===== config.mk =====
export PLATFORM = sky130hd
export DESIGN_NAME = cpu_loader
export DESIGN_NICKNAME = d
export VERILOG_FILES = /design/src/rtl/cpu_loader.sv
export SDC_FILE = /design/constraint.sdc
export NUM_CORES = 1
export LEC_CHECK = 0
export CORE_UTILIZATION = 30
export CTS_CLUSTER_SIZE = 14
export DETAILED_ROUTE_END_ITERATION = 12
export GPL_ROUTABILITY_DRIVEN = 0
export HOLD_SLACK_MARGIN = 0.15
export SYNTH_ARGS = -nofsm -noshare
export SYNTH_HDL_FRONTEND = slang
export SYNTH_SLANG_ARGS = --single-unit

===== constraint.sdc =====
create_clock -name clk -period 2.17 [get_ports clk]
set_input_delay 0.434 -clock clk [delete_from_list [all_inputs] [get_ports clk]]
set_output_delay 0.434 -clock clk [all_outputs]
set_load 0.01 [all_outputs]

===== src/rtl/cpu_loader.sv =====
// Host-link packet loader: parses header/length/payload bytes and streams the
// payload into the CPU instruction or data memory while holding the CPU in reset.
module cpu_loader (
  input  logic       clk,
  input  logic       reset,
  input  logic [7:0] in_data,
  input  logic       in_valid,
  output logic       in_ready,
  input  logic       abort,
  output logic [7:0] cpu_input,
  output logic [4:0] load_address,
  output logic       load,
  output logic       is_instruction,
  output logic       cpu_hold,
  output logic       done,
  output logic       err,
  output logic [7:0] load_count
);

  typedef enum logic [1:0] {S_IDLE, S_LEN, S_DATA, S_DONE} state_t;

  state_t     r_state;
  logic       r_target;
  logic [4:0] r_addr;
  logic [7:0] r_remain;
  logic       r_in_ready;
  logic [7:0] r_cpu_input;
  logic [4:0] r_load_address;
  logic       r_load;
  logic       r_is_instruction;
  logic       r_cpu_hold;
  logic       r_done;
  logic       r_err;
  logic [7:0] r_load_count;

  logic       w_accept;
  logic [4:0] w_next_addr;

  assign w_accept = in_valid & r_in_ready;

  // Data memory is 16 deep, so its address wraps within the low nibble.
  assign w_next_addr = r_target ? (r_addr + 5'd1) : {1'b0, r_addr[3:0] + 4'd1};

  always_ff @(posedge clk or negedge reset) begin
    if (!reset) begin
      r_state          <= S_IDLE;
      r_target         <= 1'b0;
      r_addr           <= 5'd0;
      r_remain         <= 8'd0;
      r_in_ready       <= 1'b0;
      r_cpu_input      <= 8'd0;
      r_load_address   <= 5'd0;
      r_load           <= 1'b0;
      r_is_instruction <= 1'b0;
      r_cpu_hold       <= 1'b0;
      r_done           <= 1'b0;
      r_err            <= 1'b0;
      r_load_count     <= 8'd0;
    end else begin
      r_load <= 1'b0;
      r_done <= 1'b0;
      r_err  <= 1'b0;
      case (r_state)
        S_IDLE: begin
          r_in_ready <= 1'b1;
          if (w_accept) begin
            if (in_data[6:5] == 2'b00) begin
              r_target   <= in_data[7];
              r_addr     <= in_data[7] ? in_data[4:0] : {1'b0, in_data[3:0]};
              r_cpu_hold <= 1'b1;
              r_state    <= S_LEN;
            end else begin
              r_err <= 1'b1;
            end
          end
        end
        S_LEN: begin
          if (abort) begin
            r_cpu_hold <= 1'b0;
            r_state    <= S_IDLE;
          end else if (w_accept) begin
            r_remain <= (in_data == 8'd0) ? 8'd32 : in_data;
            r_state  <= S_DATA;
          end
        end
        S_DATA: begin
          // Abort wins over a byte accepted in the same cycle.
          if (abort) begin
            r_cpu_hold <= 1'b0;
            r_state    <= S_IDLE;
          end else if (w_accept) begin
            r_load           <= 1'b1;
            r_cpu_input      <= in_data;
            r_load_address   <= r_addr;
            r_is_instruction <= r_target;
            r_load_count     <= r_load_count + 8'd1;
            r_addr           <= w_next_addr;
            r_remain         <= r_remain - 8'd1;
            if (r_remain == 8'd1) begin
              r_done     <= 1'b1;
              r_cpu_hold <= 1'b0;
              r_in_ready <= 1'b0;
              r_state    <= S_DONE;
            end
          end
        end
        S_DONE: begin
          r_in_ready <= 1'b1;
          r_state    <= S_IDLE;
        end
        default: r_state <= S_IDLE;
      endcase
    end
  end

  assign in_ready       = r_in_ready;
  assign cpu_input      = r_cpu_input;
  assign load_address   = r_load_address;
  assign load           = r_load;
  assign is_instruction = r_is_instruction;
  assign cpu_hold       = r_cpu_hold;
  assign done           = r_done;
  assign err            = r_err;
  assign load_count     = r_load_count;

endmodule


# == After elaboration in Yosys (flattened, before gate mapping) ==
# Cells that the tools add are included.
# word_totals
regBits,43
word_cells,89
# classes
n_addsub,4
n_eq_ne,15
muxes,40
bitwise_logic,2
reduce_logical,15
# op_table
op,count
8-bit two-way mux,5
5-bit two-way mux,6
1-bit two-way mux,17
"2-bit inequality test, second input constant",8
8-bit one-hot mux with 2 select lines,1
5-bit AND reduction,3
2-bit two-way mux,7
5-bit one-hot mux with 2 select lines,1
"3-bit inequality test, second input constant",3
"8-bit by 1-bit adder with 8-bit output, second input constant",1
"8-bit by 1-bit == test with 1-bit output, second input constant",1
8-bit zero test,1
2-bit one-hot mux with 4 select lines,1
"8-bit by 1-bit subtractor with 8-bit output, second input constant",1
3-bit AND reduction,2
6-bit AND reduction,1
2-bit nonzero test,3
"5-bit by 1-bit adder with 5-bit output, second input constant",1
"4-bit by 1-bit adder with 4-bit output, second input constant",1
"2-bit == test, second input constant",2
2-bit zero test,2
4-bit AND reduction,1
1-bit one-hot mux with 3 select lines,1
3-bit nonzero test,1
5 further kinds,5

# == Logic depth before layout (Yosys ltp) ==
# Gate-level depths: netlist of run 1.
# logic_depth
depth_word,5
mapped_depth,8

# == Least setup slack after synthesis of run 1 ==
# Ideal clock, no wire load.
# synth_timing
path_type,register -> register
start,register r_state[0]
end,register r_addr[3]
setup_ns,0.121
arrival_time_ns,1.639
required_ns,2.049
path_slack_ns,0.410
stages_incl_launch_ff,8
synth_period_minus_slack_ns,1.760
path_cell_list,dfrtp_1 > inv_1 > ha_1 > clkbuf_1 > clkbuf_1 > buf_1 > a21oi_1 > o22a_1
# synth_between
elab_chain_cells,3
elab_cells_between_ends,9
cone_classes,5 x eq/ne; 1 x mux; 3 x reduce/logical
# synth_lines
item,line,text
"start, declared",22,state_t r_state;
"start signal, assigned",46,r_state <= S_IDLE;
"start signal, assigned",71,r_state <= S_LEN;
"start signal, assigned",80,r_state <= S_IDLE;
2-bit == test / 2-bit zero test (equally long branches),63,case (r_state)
2-bit inequality test (no source line) / 2-bit nonzero test (equally long branches),n/a,
5-bit AND reduction (no source line),n/a,
"end signal, assigned",69,"r_addr <= in_data[7] ? in_data[4:0] : {1'b0, in_data[3:0]};"
"end signal, assigned",97,r_addr <= w_next_addr;
"end, declared",24,logic [4:0] r_addr;
# Several ways; a longest one is shown, not always the timed one.
# A chain may end at the register's enable or synchronous reset.

# == Worst setup path in the final report of run 1 ==
# layout_timing
start,register r_remain[5]
end,register r_in_ready (netlist: in_ready)
# layout_between
elab_chain_cells,3
# layout_lines
item,line,text
"start, declared",25,logic [7:0] r_remain;
"start signal, assigned",82,r_remain <= (in_data == 8'd0) ? 8'd32 : in_data;
"start signal, assigned",98,r_remain <= r_remain - 8'd1;
8-bit by 1-bit == test with 1-bit output,99,if (r_remain == 8'd1) begin
2-bit inequality test (no source line),n/a,
4-bit AND reduction (no source line),n/a,
"end signal, assigned",65,r_in_ready <= 1'b1;
"end signal, assigned",102,r_in_ready <= 1'b0;
"end signal, assigned",108,r_in_ready <= 1'b1;
"end, declared",26,logic r_in_ready;
# Every way passes these cells.

==> summary.md, run 1 <==
| Metric | Value |
|---|---|
| Status | `finished clean` |
| GRT Total Usage | `14.2%` |
| Layout area overhead | `32.1%` |
| Clock sink count | `43` |
| Worst hold slack | `0.477 ns` |
| Synth Flop Type | `dfrtp_1` |
| Clock slew at reported path FFs | `0.09 ns` |
| Most used cell, CP | `or4_4` |
| Final setup viols | `0` |
| Synth top area share | `50.9%` |
| Top cell type by total area after synthesis | `dfrtp_1` |
| Via-to-Cell Ratio | `4.62` |
| Routed via count | `1705` |
| Worst Hold Class | `reg -> reg` |
| Vias in the first global route | `1621` |
| Total congestion overflow | `0` |
| CTS max path bufs | `2` |
| R2R Path Start | `r_remain[5]$_DFFE_PN0P_` |
| Post-route cell area | `0.00279 mm^2` |
| Die Wd | `85.9 um` |
| First-pass GRT wire length | `8070 um` |
| CTS Buf Count | `5` |
| Hold Path Depth | `2` |
| Worst Setup SP | `r_remain[5]$_DFFE_PN0P_` |
| Data required, critical path | `2.36 ns` |
| Die Height | `85.9 um` |
| FF-to-FF path depth | `4` |
| Sequential-to-total area share from yosys stat | `50.9%` |
| Fin crit period | `1.81 ns` |
| Post-DRT Antenna Nets | `0` |
| Post-DP HPWL | `3490 um` |
| Slowest cell delay on critical path | `0.57 ns` |
| Core area | `0.00679 mm^2` |
| Clk_lat worst skew | `0.30 ns` |
| I/O Buffers | `38` |
| Share of flip-flops with an asynchronous set or reset | `100%` |
| Crit end category | `register` |
| Site Rows | `30` |
| Most frequent cells in the layout | `52 x nand2_1, 43 x dfrtp_1, 37 x clkdlybuf4s50_1` |
| Total Nets Final | `291` |
| Power per cell area | `1210 mW/mm^2` |
| CP max-delay cell | `or4_4` |
| Final Max Slew Viols | `0` |
| Compound-cell area share of the yosys netlist | `12.7%` |
| Adder-cell share of the synthesized area | `4.14%` |
| Simple-gate share of the synthesized area | `21.4%` |
| Antenna violations before repair | `0` |
| Leak | `1.23 nW` |
| Max Cap Viol | `0` |
| I/O pin cnt | `39` |
| Worst-margin pin slew | `0.375 ns` |
| Root buf cell | `clkbuf_8` |
| Share of layout cells above drive strength 1 | `10.3%` |
| Fin util | `41.1%` |
| Synth unique cells | `42` |
| Largest family of logic cells by synthesized area | `simple AND/OR/NAND/NOR gates` |
| Drt pass-1 iters | `4` |
| DRC | `0` |
| Die area | `0.00738 mm^2` |
| Yosys warns | `0` |
| Cells after DPL | `360` |
| Final Instance Count excl. Fillers | `369` |
| Pin count of the biggest net entering global routing | `44` |
| Max VDD drop | `0.000417 V` |
| FF-to-FF setup slack | `0.36 ns` |
| Gate Count Post-Synth | `223` |
| Flops & latches, synth | `43` |
| Fmax | `552 MHz` |
| CTS tree | `done` |
| Worst Setup Start Kind | `register` |
| HP Start | `cpu_input[5]$_DFFE_PN0P_` |
| WL per Instance | `13.3 um` |
| Post-placement cell area | `0.00267 mm^2` |
| H-tree level count | `2` |
| Average cell area after synthesis | `9.48 um^2` |
| WP data arrival | `2.00 ns` |
| Critical Path Fanout Max | `5` |
| Fin crit share | `83.6%` |
| Max-slew headroom | `74.7%` |
| Net Count, Synth | `242` |
| Netlist Area Pre-Place | `0.00211 mm^2` |
| Drt initial violations | `118` |
| Clk_skew | `0.00862 ns` |
| Antenna diode count | `0` |
| Initial Util | `31.1%` |
| PostCTS Resize Cnt | `0` |
| Area share of xor/xnor cells in the synthesized design | `3.32%` |
| Mux cell area share after synthesis | `4.38%` |
| Count of final hold-check violations | `0` |
| Most common cell after layout, fill and taps aside | `nand2_1` |
| TNS Setup | `0 ns` |
| Synth top area cells | `dfrtp_1 51%, nand2_1 9.2%, ha_1 4.1%` |
| Post-synth EDFFs | `0` |
| Drt total wl | `4900 um` |
| Setup CP Type | `reg -> reg` |
| RSZ-0062 raised after global routing | `no` |
| CP cell instances | `or4_4 > or4_4 > o21ai_2 > o21ai_1` |
layout make-up:
cell class | instances | area (um^2)
multi-input combinational | 163 | 972
clock buffer | 5 | 68.8
fill | 685 | 4000
timing repair buffer | 49 | 473
tap | 96 | 120
sequential | 43 | 1080
clock inverter | 3 | 43.8
inverter | 10 | 37.5
state kept, by name, summed over array words and instances (netlist names):
register and count:
cpu_input 8, load_count 8, r_remain 8, load_address 5, r_addr 5, r_state 2, cpu_hold 1, done 1
err 1, in_ready 1, is_instruction 1, load 1, r_target 1
cells by family (layout without fill, tap and decap cells):
family,Yosys count,after routing
simple gates,98,98
flops,43,43
compound gates,41,41
buf+inv,17,67
mux,9,9
xor+xnor,8,8
fa+ha+maj,7,7
worst paths after layout:
| kind | endpoint |
|---|---|
| worst max-delay path | in_ready$_DFFE_PN0P_ |
| min in group asynchronous | load_count[6]$_DFFE_PN0P_ |
| worst min-delay path | cpu_input[5]$_DFFE_PN0P_ |
| worst max register to register | in_ready$_DFFE_PN0P_ |
| max in group asynchronous | r_remain[2]$_DFFE_PN0P_ |
| worst min register to register | cpu_input[5]$_DFFE_PN0P_ |
worst max-delay path: cells and delay by family (launching register included):
family             cells  cell delay (ns)
and+or+nand+nor        2             1.08
DFF                    1             0.43
AOI/OAI and AO/OA      2             0.17
synthesized netlist by cell type (2+ instances only):
master and number:
nand2_1 52, dfrtp_1 43, a21oi_1 11, nand3_1 11, nor2_1 10, inv_1 9, ha_1 7, mux2i_1 7
nor3_1 7, xnor2_1 7, clkbuf_1 5, o21ai_0 5, o22ai_1 5, nor2b_1 4, o21ai_1 4, nand4_1 3
a211oi_1 2, a21o_1 2, mux2_2 2, nand2b_1 2, o211ai_1 2, o22a_1 2, or4_4 2
layer usage:
metal  vias to the layer above  GRT usage, %  wire length, um  part of all wire, %
li1                        863             -                -                    -
met2                        32          20.5             2140                   44
met5                         -             0                0                    0
met1                       801          20.8             2490                   51
met4                         0          5.61              106                  2.2
met3                         9          2.89              157                  3.2
report_power, final:
group          switching [mW]  internal, mW
Combinational           0.689         0.704
Sequential              0.248          1.09
Clock                   0.294         0.343
timing repair:
item                                   in CTS  in global routing
hold buffers                                1                  0
endpoints found under the hold margin      43                  0
setup buffers                               0                  0
metrics by stage:
step	setup slack, ns	power (mW)
after floorplan	0.410	2.18
after global placement	0.135	2.72
after detailed placement	0.115	2.75
after CTS	0.344	3.39
after global routing	0.157	3.64
final	0.357	3.37
Note: power is estimated with default switching activity, not from simulation.
==> run 2: changes to the inputs <==
Clock period 2.17 ns to 1.9 ns, I/O delays scaled along.
==> summary.md, run 2 (synthesized netlist as in run 1, its figures left out) <==
| Metric | Value |
|---|---|
| Most frequent cells in the layout | `52 x nand2_1, 43 x dfrtp_1, 37 x clkdlybuf4s50_1` |
| Die Height | `85.9 um` |
| Leak | `1.30 nW` |
| Pin count of the biggest net entering global routing | `26` |
| DRC | `0` |
| Root buf cell | `clkbuf_8` |
| Int Pwr | `2.43 mW` |
| Clock Power Share | `15.1%` |
| Core area | `0.00679 mm^2` |
| Final Max Slew Viols | `0` |
| WP data arrival | `1.95 ns` |
| Register area | `0.00108 mm^2` |
| Count of final hold-check violations | `0` |
| Fin util | `42.6%` |
| NetSw | `1.44 mW` |
| Fill cells | `694` |
| First-pass GRT wire length | `8770 um` |
| Power per cell area | `1340 mW/mm^2` |
| Clk_skew | `0.00301 ns` |
| Antenna violations before repair | `0` |
| Via-to-Cell Ratio | `4.67` |
| GRT Total Usage | `15.2%` |
| Max VDD drop | `0.000496 V` |
| CTS tree | `done` |
| Post-placement cell area | `0.00280 mm^2` |
| Max-slew headroom | `70.3%` |
| Clock slew at reported path FFs | `0.08 ns` |
| Drt total wl | `5140 um` |
| CTS max path bufs | `2` |
| Post-DP HPWL | `3900 um` |
| Critical Path Fanout Max | `3` |
| Combinational fraction of design power | `46.5%` |
| Worst-margin pin slew | `0.446 ns` |
| Worst Setup Start Kind | `register` |
| Multi-input gate area | `975 um^2` |
| Vias in the first global route | `1828` |
| Clock sink count | `43` |
| WL per Instance | `13.3 um` |
| Pre-CTS setup slack | `-0.0125 ns` |
| Sw Share | `37.3%` |
| Routed via count | `1801` |
| Share of layout cells above drive strength 1 | `15.5%` |
| Fin crit share | `92.5%` |
| Total congestion overflow | `0` |
| Total Nets Final | `308` |
| Max Cap Viol | `0` |
| I/O Buffers | `38` |
| Setup CP Type | `reg -> reg` |
| Total Power | `3.87 mW` |
| Fmax | `569 MHz` |
| Fin crit period | `1.76 ns` |
| Data required, critical path | `2.09 ns` |
| Post-DRT Antenna Nets | `0` |
| RSZ-0062 raised after global routing | `no` |
| Post-route setup slack | `0.143 ns` |
| Status | `finished clean` |
| Post-route cell area | `0.00289 mm^2` |
| Worst Hold Class | `reg -> reg` |
| Most common cell after layout, fill and taps aside | `nand2_1` |
| Final setup viols | `0` |
| Antenna diode count | `0` |
| Reg power frac | `38.5%` |
| Layout area overhead | `36.9%` |
| Die Wd | `85.9 um` |
| Worst hold slack | `0.470 ns` |
| H-tree level count | `2` |
| CTS Buf Count | `5` |
| Initial Util | `31.1%` |
| I/O pin cnt | `39` |
| Drt initial violations | `120` |
| Site Rows | `30` |
| Die area | `0.00738 mm^2` |
| Crit end category | `register` |
| Clk_lat worst skew | `0.30 ns` |
| Drt pass-1 iters | `4` |
[run 2: changes by cell type in the layout (fill, tap and decap cells not counted)]
cell and change:
clkinv_4 -1, clkinvlp_4 +1, bufinv_16 -1, ha_2 +1
buf_4 +17, ha_1 -1, clkbuf_1 +1
[run 2: routing by layer]
layer / vias to the layer above / track usage, % / wire length (um)
li1: 900 / - / -
met1: 854 / 21.9 / 2630
met2: 40 / 22.7 / 2270
met3: 7 / 2.50 / 170
met4: 0 / 5.61 / 73
met5: - / 0 / 0
[run 2: what timing repair did]
| action | 4_1_cts | 5_1_grt |
|---|---|---|
| hold buffers | 1 | 0 |
| resized for setup | 0 | 1 |
| endpoints found under the setup margin | 0 | 4 |
| setup buffers | 0 | 0 |
| endpoints found under the hold margin | 18 | 0 |
[run 2: stage by stage]
step	setup TNS [ns]	instances
after floorplan	0	223
after global placement	0	377
after detailed placement	-0.0125	377
after CTS	0	386
after global routing	0	386
final	0	386
[run 2: power by group through the flow]
stage               registers (mW)  logic [mW]  clock network (mW)
global route                  1.54        2.01               0.641
detailed placement            1.51        1.80                   0
CTS                           1.50        1.81               0.603
finish                        1.49        1.80               0.583
floorplan                     1.56       0.935                   0
global placement              1.51        1.77                   0
[run 2: area by class of cell]
| type | count | share of cell area, % |
|---|---|---|
| Timing Repair Buffer | 66 | 20.8 |
| Clock buffer | 6 | 2.51 |
| Tap cell | 96 | 4.15 |
| Sequential cell | 43 | 37.2 |
| Clock inverter | 2 | 0.432 |
| Multi-Input combinational cell | 163 | 33.7 |
| Inverter | 10 | 1.30 |
[run 2: final timing paths]
path / from / end / slack (ns) / cells after the start
worst min-delay path: load_count[7]$_DFFE_PN0P_ / load_count[7]$_DFFE_PN0P_ / 0.47 / 1
worst min register to register: load_count[7]$_DFFE_PN0P_ / load_count[7]$_DFFE_PN0P_ / 0.47 / 1
min in group asynchronous: reset / load_count[4]$_DFFE_PN0P_ / 0.56 / 2
max in group asynchronous: reset / r_remain[4]$_DFFE_PN0P_ / 0.85 / 3
worst max-delay path: r_remain[5]$_DFFE_PN0P_ / in_ready$_DFFE_PN0P_ / 0.14 / 4
worst max register to register: r_remain[5]$_DFFE_PN0P_ / in_ready$_DFFE_PN0P_ / 0.14 / 4
[run 2: critical path, cell delays in order (launching register included)]
cell	delay, ns
dfrtp_1	0.39
or4_4	0.57
or4_4	0.51
o21ai_2	0.11
o21ai_1	0.07
==> run 3: changes to the inputs <==
Clock period 1.9 ns to 1.58 ns, I/O delays scaled along.
==> summary.md, run 3 (synthesized netlist as in run 1, its figures left out) <==
| Metric | Value |
|---|---|
| Post-placement cell area | `0.00290 mm^2` |
| Site Rows | `30` |
| H-tree level count | `2` |
| Failing checks | `negative setup slack` |
| Fin crit period | `1.69 ns` |
| Family with the most delay on the worst path | `simple AND/OR/NAND/NOR gates` |
| Root buf cell | `clkbuf_8` |
| Data required, critical path | `1.76 ns` |
| Clock sink count | `43` |
| Drt pass-1 iters | `4` |
| Max Cap Viol | `0` |
| Fin crit share | `107%` |
| CP max-delay cell | `or4_4` |
| TNS Setup | `-0.249 ns` |
| Sw Share | `35.7%` |
| Pin count of the biggest net entering global routing | `27` |
| Count of final hold-check violations | `0` |
| CTS tree | `done` |
| Critical Path Fanout Max | `3` |
| Layout area overhead | `52.4%` |
| Post-route setup slack | `-0.110 ns` |
| Worst-margin pin slew | `0.426 ns` |
| Most common cell after layout, fill and taps aside | `nand2_1` |
| Max-slew headroom | `71.6%` |
| Fmax | `592 MHz` |
| WP data arrival | `1.87 ns` |
| DRC | `0` |
| Worst Setup Start Kind | `register` |
| First-pass GRT wire length | `8850 um` |
| Share of layout cells above drive strength 1 | `26.9%` |
| Power per cell area | `1680 mW/mm^2` |
| Clk_skew | `0.00558 ns` |
| Pre-CTS setup slack | `-0.244 ns` |
| Via-to-Cell Ratio | `4.66` |
| CTS max path bufs | `2` |
| I/O pin cnt | `39` |
| RSZ-0062 raised after global routing | `yes` |
| Drt total wl | `5570 um` |
| Die Height | `85.9 um` |
| NetSw | `1.94 mW` |
| WL per Instance | `13.7 um` |
| Vias in the first global route | `1836` |
| Most used cell, CP | `or4_4` |
| Slowest cell delay on critical path | `0.57 ns` |
| Antenna violations before repair | `0` |
| Combinational fraction of design power | `47.8%` |
| Clock Power Share | `18.8%` |
| Total congestion overflow | `0` |
| CTS Buf Count | `5` |
| CP cell instances | `or4_4 > or4_4 > o21ai_2 > o21ai_1` |
| I/O Buffers | `38` |
| Total Nets Final | `327` |
| Routed via count | `1888` |
| Antenna diode count | `0` |
| Post-route cell area | `0.00322 mm^2` |
| Die Wd | `85.9 um` |
| Initial Util | `31.1%` |
| Clk_lat worst skew | `0.30 ns` |
| Leak | `1.50 nW` |
| Worst Path Buf+Inv | `0` |
| Final setup viols | `4` |
| Post-DP HPWL | `4010 um` |
| Crit end category | `register` |
| Worst Hold Class | `reg -> reg` |
| Max VDD drop | `0.000576 V` |
| Core area | `0.00679 mm^2` |
| Setup CP Type | `reg -> reg` |
| Status | `complete, but fails checks` |
| Reg power frac | `33.4%` |
| Clock slew at reported path FFs | `0.08 ns` |
| Die area | `0.00738 mm^2` |
| Post-DRT Antenna Nets | `0` |
| Most frequent cells in the layout | `51 x nand2_1, 43 x dfrtp_1, 42 x buf_4` |
| Final Max Slew Viols | `0` |
| Int Pwr | `3.49 mW` |
| GRT Total Usage | `15.6%` |
| Drt initial violations | `91` |
[run 3: worst paths after layout]
check,to,depth (start not counted),from,slack (ns)
min in group asynchronous,load_count[5]$_DFFE_PN0P_,2,reset,0.49
worst min register to register,load_count[7]$_DFFE_PN0P_,1,load_count[7]$_DFFE_PN0P_,0.47
max in group asynchronous,r_remain[0]$_DFFE_PN0P_,3,reset,0.60
worst max register to register,in_ready$_DFFE_PN0P_,4,r_remain[2]$_DFFE_PN0P_,-0.11
worst max-delay path,in_ready$_DFFE_PN0P_,4,r_remain[2]$_DFFE_PN0P_,-0.11
worst min-delay path,load_count[7]$_DFFE_PN0P_,1,load_count[7]$_DFFE_PN0P_,0.47
[run 3: layout make-up]
type                       count  area (um^2)
fill                         637         3570
multi-input combinational    163         1090
sequential                    43         1080
timing repair buffer          85          762
tap                           96          120
clock buffer                   6         72.6
clock inverter                 2         60.1
inverter                      10         37.5
[run 3: per-stage QoR]
stage / hold WS [ns] / std cells / util, % / power (mW)
global route: 0.499 / 405 / 47.4 / 5.82
floorplan: 0.0204 / 223 / - / 3.04
finish: 0.466 / 405 / 47.4 / 5.43
global placement: 0.274 / 389 / 42.7 / 4.06
CTS: 0.470 / 402 / 45.7 / 5.25
detailed placement: 0.283 / 389 / 42.7 / 4.10
[run 3: worst reg2reg max path, stage by stage (launching register included)]
cell	delay, ns
dfrtp_1	0.38
or4_4	0.57
or4_4	0.44
o21ai_2	0.12
o21ai_1	0.07
[run 3: what timing repair did]
| action | CTS | global route |
|---|---|---|
| endpoints found under the hold margin | 17 | 0 |
| gates resized for setup | 9 | 20 |
| hold buffers | 1 | 0 |
| setup endpoints to repair | 15 | 19 |
| setup buffers | 3 | 3 |
| pin swaps | 2 | 4 |
| cloned | 1 | 0 |
[run 3: metal layers]
layer / up-vias / GRT usage [%] / routed length [um]
li1: 943 / - / -
met1: 889 / 22.7 / 2690
met2: 54 / 22.9 / 2550
met3: 2 / 3.37 / 296
met4: 0 / 4.70 / 27
met5: - / 0 / 0
[run 3: power groups by stage]
| stage | logic [mW] | clock network (mW) | registers [mW] |
|---|---|---|---|
| finish | 2.60 | 1.02 | 1.81 |
| global route | 2.86 | 1.10 | 1.86 |
| global placement | 2.25 | 0 | 1.81 |
| detailed placement | 2.27 | 0 | 1.83 |
| floorplan | 1.16 | 0 | 1.88 |
| CTS | 2.40 | 1.04 | 1.80 |
